$ cat src/rtl/alu_pkg.sv
// Shared ALU definitions: opcode type and constants, data width, and the
// team ALU function used by the arbitrated datapath.
package alu_pkg;

  localparam int DATA_W = 8;

  typedef logic [2:0] opcode_t;

  localparam opcode_t OP_ADD    = 3'b000;
  localparam opcode_t OP_SUB    = 3'b001;
  localparam opcode_t OP_AND    = 3'b010;
  localparam opcode_t OP_PASS_B = 3'b011;

  // Codes 100..111 are reserved; they all have the top bit set.
  function automatic logic op_is_illegal(input opcode_t op);
    return op[2];
  endfunction

  // Team ALU: modulo-2^DATA_W arithmetic, carry/borrow dropped,
  // reserved codes produce zero.
  function automatic logic [DATA_W-1:0] alu_exec(input opcode_t           op,
                                                 input logic [DATA_W-1:0] a,
                                                 input logic [DATA_W-1:0] b);
    logic [DATA_W-1:0] r;
    case (op)
      OP_ADD:    r = a + b;
      OP_SUB:    r = a - b;
      OP_AND:    r = a & b;
      OP_PASS_B: r = b;
      default:   r = '0;
    endcase
    return r;
  endfunction

endpackage

$ cat src/rtl/alu_rr_arbiter_rr_pick.sv
// rr_pick: combinational round-robin picker. Searches req_i starting at
// ptr_i, wrapping from N-1 back to 0, and returns the first set bit as a
// one-hot grant plus its index.
module rr_pick #(
  parameter int N  = 4,
  parameter int IW = $clog2(N)
) (
  input  logic [N-1:0]  req_i,
  input  logic [IW-1:0] ptr_i,
  output logic [N-1:0]  grant_o,
  output logic [IW-1:0] grant_idx_o,
  output logic          any_grant_o
);

  // Walk the N candidate positions in priority order; first hit wins.
  always_comb begin
    logic [IW:0]   pos;
    logic [IW-1:0] idx;
    grant_o     = '0;
    grant_idx_o = '0;
    any_grant_o = 1'b0;
    pos         = '0;
    idx         = '0;
    for (int k = 0; k < N; k++) begin
      pos = {1'b0, ptr_i} + (IW+1)'(k);
      if (pos >= (IW+1)'(N)) pos = pos - (IW+1)'(N);
      idx = pos[IW-1:0];
      if (!any_grant_o && req_i[idx]) begin
        any_grant_o  = 1'b1;
        grant_o[idx] = 1'b1;
        grant_idx_o  = idx;
      end
    end
  end

endmodule

$ cat src/rtl/alu_rr_arbiter.sv
// alu_rr_arbiter: shares one ALU between N_REQ requesters with round-robin
// arbitration. The granted operation executes combinationally and lands in
// a single-entry response register tagged with the requester index.
// Optional build macro ALU_ARB_ILLEGAL_OP_EN adds the rsp_err output that
// flags a captured reserved opcode.
module alu_rr_arbiter
  import alu_pkg::*;
#(
  parameter int N_REQ = 4,
  parameter int ID_W  = $clog2(N_REQ)
) (
  input  logic                    clk,
  input  logic                    rst_n,
  input  logic [N_REQ-1:0]        req_valid,
  output logic [N_REQ-1:0]        req_ready,
  input  logic [3*N_REQ-1:0]      req_op,
  input  logic [DATA_W*N_REQ-1:0] req_a,
  input  logic [DATA_W*N_REQ-1:0] req_b,
  output logic                    rsp_valid,
  input  logic                    rsp_ready,
  output logic [ID_W-1:0]         rsp_id,
  output logic [DATA_W-1:0]       rsp_result,
  output logic                    rsp_zero
`ifdef ALU_ARB_ILLEGAL_OP_EN
  ,
  output logic                    rsp_err
`endif
);

  logic [ID_W-1:0]   ptr_q, ptr_d;
  logic              valid_q, valid_d;
  logic [ID_W-1:0]   id_q, id_d;
  logic [DATA_W-1:0] result_q, result_d;
  logic              zero_q, zero_d;
`ifdef ALU_ARB_ILLEGAL_OP_EN
  logic              err_q, err_d;
`endif

  logic [N_REQ-1:0]  grant;
  logic [ID_W-1:0]   grant_idx;
  logic              any_grant;
  logic              accept;
  logic              xfer;

  opcode_t           sel_op;
  logic [DATA_W-1:0] sel_a;
  logic [DATA_W-1:0] sel_b;
  logic [DATA_W-1:0] alu_res;

  rr_pick #(
    .N  (N_REQ),
    .IW (ID_W)
  ) u_pick (
    .req_i       (req_valid),
    .ptr_i       (ptr_q),
    .grant_o     (grant),
    .grant_idx_o (grant_idx),
    .any_grant_o (any_grant)
  );

  // The register can take a new result when empty or being drained now;
  // ready is forced low while reset is asserted.
  always_comb begin
    accept    = !valid_q || rsp_ready;
    req_ready = (rst_n && accept) ? grant : '0;
    xfer      = rst_n && accept && any_grant;
  end

  // Operand mux keyed by the grant index.
  always_comb begin
    sel_op = OP_ADD;
    sel_a  = '0;
    sel_b  = '0;
    for (int i = 0; i < N_REQ; i++) begin
      if (grant_idx == ID_W'(i)) begin
        sel_op = req_op[3*i +: 3];
        sel_a  = req_a[DATA_W*i +: DATA_W];
        sel_b  = req_b[DATA_W*i +: DATA_W];
      end
    end
    alu_res = alu_exec(sel_op, sel_a, sel_b);
  end

  // Response register and priority pointer next state. The pointer only
  // moves on a transfer, to the slot after the winner.
  always_comb begin
    ptr_d    = ptr_q;
    valid_d  = valid_q;
    id_d     = id_q;
    result_d = result_q;
    zero_d   = zero_q;
`ifdef ALU_ARB_ILLEGAL_OP_EN
    err_d    = err_q;
`endif
    if (xfer) begin
      valid_d  = 1'b1;
      id_d     = grant_idx;
      result_d = alu_res;
      zero_d   = (alu_res == '0);
`ifdef ALU_ARB_ILLEGAL_OP_EN
      err_d    = op_is_illegal(sel_op);
`endif
      if (grant_idx == ID_W'(N_REQ-1)) ptr_d = '0;
      else                             ptr_d = grant_idx + ID_W'(1);
    end else if (valid_q && rsp_ready) begin
      valid_d = 1'b0;
    end
  end

  // State registers; reset discards any pending response.
  always_ff @(posedge clk or negedge rst_n) begin
    if (!rst_n) begin
      ptr_q    <= '0;
      valid_q  <= 1'b0;
      id_q     <= '0;
      result_q <= '0;
      zero_q   <= 1'b0;
`ifdef ALU_ARB_ILLEGAL_OP_EN
      err_q    <= 1'b0;
`endif
    end else begin
      ptr_q    <= ptr_d;
      valid_q  <= valid_d;
      id_q     <= id_d;
      result_q <= result_d;
      zero_q   <= zero_d;
`ifdef ALU_ARB_ILLEGAL_OP_EN
      err_q    <= err_d;
`endif
    end
  end

  assign rsp_valid  = valid_q;
  assign rsp_id     = id_q;
  assign rsp_result = result_q;
  assign rsp_zero   = zero_q;
`ifdef ALU_ARB_ILLEGAL_OP_EN
  assign rsp_err    = err_q;
`endif

endmodule

$ cat config.mk
export PLATFORM = sky130hd
export DESIGN_NAME = alu_rr_arbiter
export DESIGN_NICKNAME = d
export VERILOG_FILES = /design/src/rtl/alu_pkg.sv /design/src/rtl/alu_rr_arbiter_rr_pick.sv /design/src/rtl/alu_rr_arbiter.sv
export SDC_FILE = /design/constraint.sdc
export NUM_CORES = 1
export LEC_CHECK = 0
export ABC_AREA = 1
export CAP_MARGIN = 25
export CORE_MARGIN = 1
export CORE_UTILIZATION = 25
export CTS_BUF_LIST = sky130_fd_sc_hd__clkbuf_2 sky130_fd_sc_hd__clkbuf_4 sky130_fd_sc_hd__clkbuf_8
export DETAILED_ROUTE_END_ITERATION = 7
export GPL_ROUTABILITY_DRIVEN = 0
export MAX_ROUTING_LAYER = met4
export PLACE_DENSITY = 0.54
export REMOVE_ABC_BUFFERS = 1
export SLEW_MARGIN = 20
export SYNTH_ARGS = -nofsm -noshare
export SYNTH_HDL_FRONTEND = slang
export SYNTH_HIERARCHICAL = 1
export SYNTH_SLANG_ARGS = --single-unit
$ cat constraint.sdc
create_clock -name clk -period 5.65 [get_ports clk]
set_input_delay 1.13 -clock clk [delete_from_list [all_inputs] [get_ports clk]]
set_output_delay 1.13 -clock clk [all_outputs]
set_load 0.02 [all_outputs]
==> impl_metrics.csv <==
group,metric,value,unit
grt,antenna_found_initial,0,
critical_path,cp-end-kind,"flop",
sta,worstMarginPinSlew,0.683,ns
sta,fin_skew,0.00251,ns
routing,postRouteAntennaNets,0,
sta,rsz0062_at_grt,"false",
layout,mostFrequentLayoutCells,"nand2_1, clkdlybuf4s50_1, nor2_1, inv_1, nand3_1",
sta,timing.final.crit_share,92.3,%
run_status,status,"complete, no violations",
clocking,clk_path_buf_depth,2,
logic_synthesis,syn_area,2590,um^2
critical_path,crit_path_start,"req_valid[3]",
logic_synthesis,async_flop_share,100,%
min_path,min_path_type,"flop to flop",
sta,maxSlewViolCount,0,
sta,fmax,0.192,GHz
critical_path,crit_path_top_delay_cell,"clkdlybuf4s50_1",
placed_design,pre_cts_ws,-0.0272,ns
sta,fin_crit,5.22,ns
critical_path,start_kind,"input pin",
critical_path,crit_arrival,5.39,ns
die,dieArea,10800,um^2
layout,finalNonFillerCells,658,
layout,ff_latch_area,350,um^2
layout,multi_input_area,2000,um^2
layout,n_antenna_cell,0,
min_path,min-delay-start,"rsp_result[0]",
logic_synthesis,synth_area_per_cell,6.05,um^2
logic_synthesis,ys_types,37,
routing,wl_per_cell,12.5,um
critical_path,path_max_fanout,8,
flow_run,drv_cap,0,
routing,drt_wl_total,8230,um
clocking,clkTransAtPathRegs,0.05,ns
routing,met3_length,403,um
logic_synthesis,syn_inst,428,
routing,drt_iter0_markers,149,
clocking,cts_buffers,3,
clocking,cts-htree-levels,1,
clocking,worstSkewPairLatency,0.24,ns
grt,grt_use_total,15.4,%
placed_design,numPlacedInstances,654,
clocking,cts.sinks,14,
grt,grt_pass1_vias,2942,
grt,grt_start_max_net_pins,28,
layout,final_area,3820,um^2
layout,fin_nets,629,
sta,fin_ws,0.434,ns
die,fp.coreArea,9910,um^2
routing,drc_errors,0,
critical_path,r2r-start,"ptr_q[0]",
sta,hold_ws,0.482,ns
critical_path,crit_top_cell,"nand2_1",
clocking,cts_tree,"built",
die,die_x,104,um
clocking,cts_root_buf,"clkbuf_8",
sta,setup_viol,0,
sta,hold_viol,0,
layout,final_common_cell,"nand2_1",
logic_synthesis,ys_warn_count,6,
clocking,hold_buffers,0,
logic_synthesis,synth_edf_count,0,
die,io_pins,99,
grt,grt_first_pass_wirelength,13400,um
critical_path,crit_required,5.83,ns
die,fp.dieH,104,um
logic_synthesis,synth_flop_cell,"dfrtp_1",
die,initial_utilization,26.1,%
routing,wl_met1,3500,um
routing,highest_layer,"met4",
routing,drt-vias-per-instance,4.66,
die,rows,36,
grt,gr-total-overflow,0,
layout,syn_to_final_growth,47.5,%
critical_path,slowest_delay,0.45,ns
placed_design,port_buffers,98,
layout,n_fill_cell,1108,
sta,maxSlewHeadroom,54.3,%
routing,first_pass_iters,5,
logic_synthesis,synth_seq_cells,14,
placed_design,postPlaceCellArea,3730,um^2
critical_path,path_class,"input pin to flop",
routing,met2WireLength,4170,um
logic_synthesis,ys_seq_area_share,13.5,%
placed_design,hpwl,6960,um
layout,drive_gt1_share,13.3,%
routing,vias,3068,
-- worst paths after layout --
| check | depth (start not counted) | end | slack (ns) |
|---|---|---|---|
| max in group asynchronous | 1 | rsp_result[2] | 3.91 |
| min in group asynchronous | 1 | rsp_id[0] | 1.31 |
| max | 31 | rsp_zero | 0.43 |
| min | 2 | rsp_result[0] | 0.48 |
| max reg2reg | 30 | rsp_zero | 0.83 |
| min reg2reg | 2 | rsp_result[0] | 0.48 |
-- cell families (layout without fill, tap and decap cells) --
group,count (synthesis),count (layout),synth area share (%)
adders and majority gates,19,19,9.47
xor gates and xnor gates,8,8,2.71
and+or+nand+nor,266,266,48.5
buffers and inverters,57,154,10.4
AOI/OAI and AO/OA,64,64,15.4
DFF,14,14,13.5
-- flip-flops by register name, summed over array words and instances (netlist names) --
register,cells
rsp_valid,1
ptr_q,2
rsp_zero,1
rsp_id,2
rsp_result,8
-- layout make-up --
| class | count | area share, % |
|---|---|---|
| sequential | 14 | 9.17 |
| inverter | 44 | 4.46 |
| tap | 133 | 4.36 |
| clock buffer | 3 | 1.08 |
| multi-input combinational | 357 | 52.5 |
| timing repair buffer | 107 | 28.4 |
-- routing by layer --
| layer | up-vias | GRT usage (%) |
|---|---|---|
| li1 | 1581 | - |
| met2 | 122 | 27.8 |
| met1 | 1351 | 18.4 |
| met4 | 0 | 4.39 |
| met5 | - | - |
| met3 | 14 | 1.13 |
-- critical path, delay by kind of cell --
| family | cells | cell delay, ns |
|---|---|---|
| AOI/OAI and AO/OA | 2 | 0.15 |
| xor gates and xnor gates | 1 | 0.15 |
| adders and majority gates | 3 | 0.79 |
| buffers and inverters | 5 | 0.85 |
| and+or+nand+nor | 20 | 2.32 |
-- synth_stat cells, types with 6 or more instances --
cell type / instances / area share, %
ha_1: 18 / 8.7
nand2_1: 143 / 21
nand3_1: 33 / 6.4
inv_1: 37 / 5.4
nor2_1: 40 / 5.8
a21oi_2: 7 / 2.4
nand2_2: 14 / 3.4
inv_2: 6 / 0.87
o21ai_0: 12 / 2.3
dfrtp_1: 14 / 14
a21oi_1: 28 / 5.4
nand4_1: 12 / 2.9
-- stage by stage --
stage / utilization [%] / TNS (ns)
finish: 38.5 / 0
global route: 38.5 / 0
CTS: 38.1 / 0
detailed placement: 37.7 / -0.0282
global placement: 37.7 / 0
floorplan: - / 0
-- repair_timing --
item / 4_1_cts / 5_1_grt
endpoints found under the setup margin: 0 / 2
buffers inserted: 0 / 1
resized for setup: 0 / 10
Power is left out: the tool's default activity adds up to more than one toggle a clock period on the data nets, which glitch-free logic cannot reach.
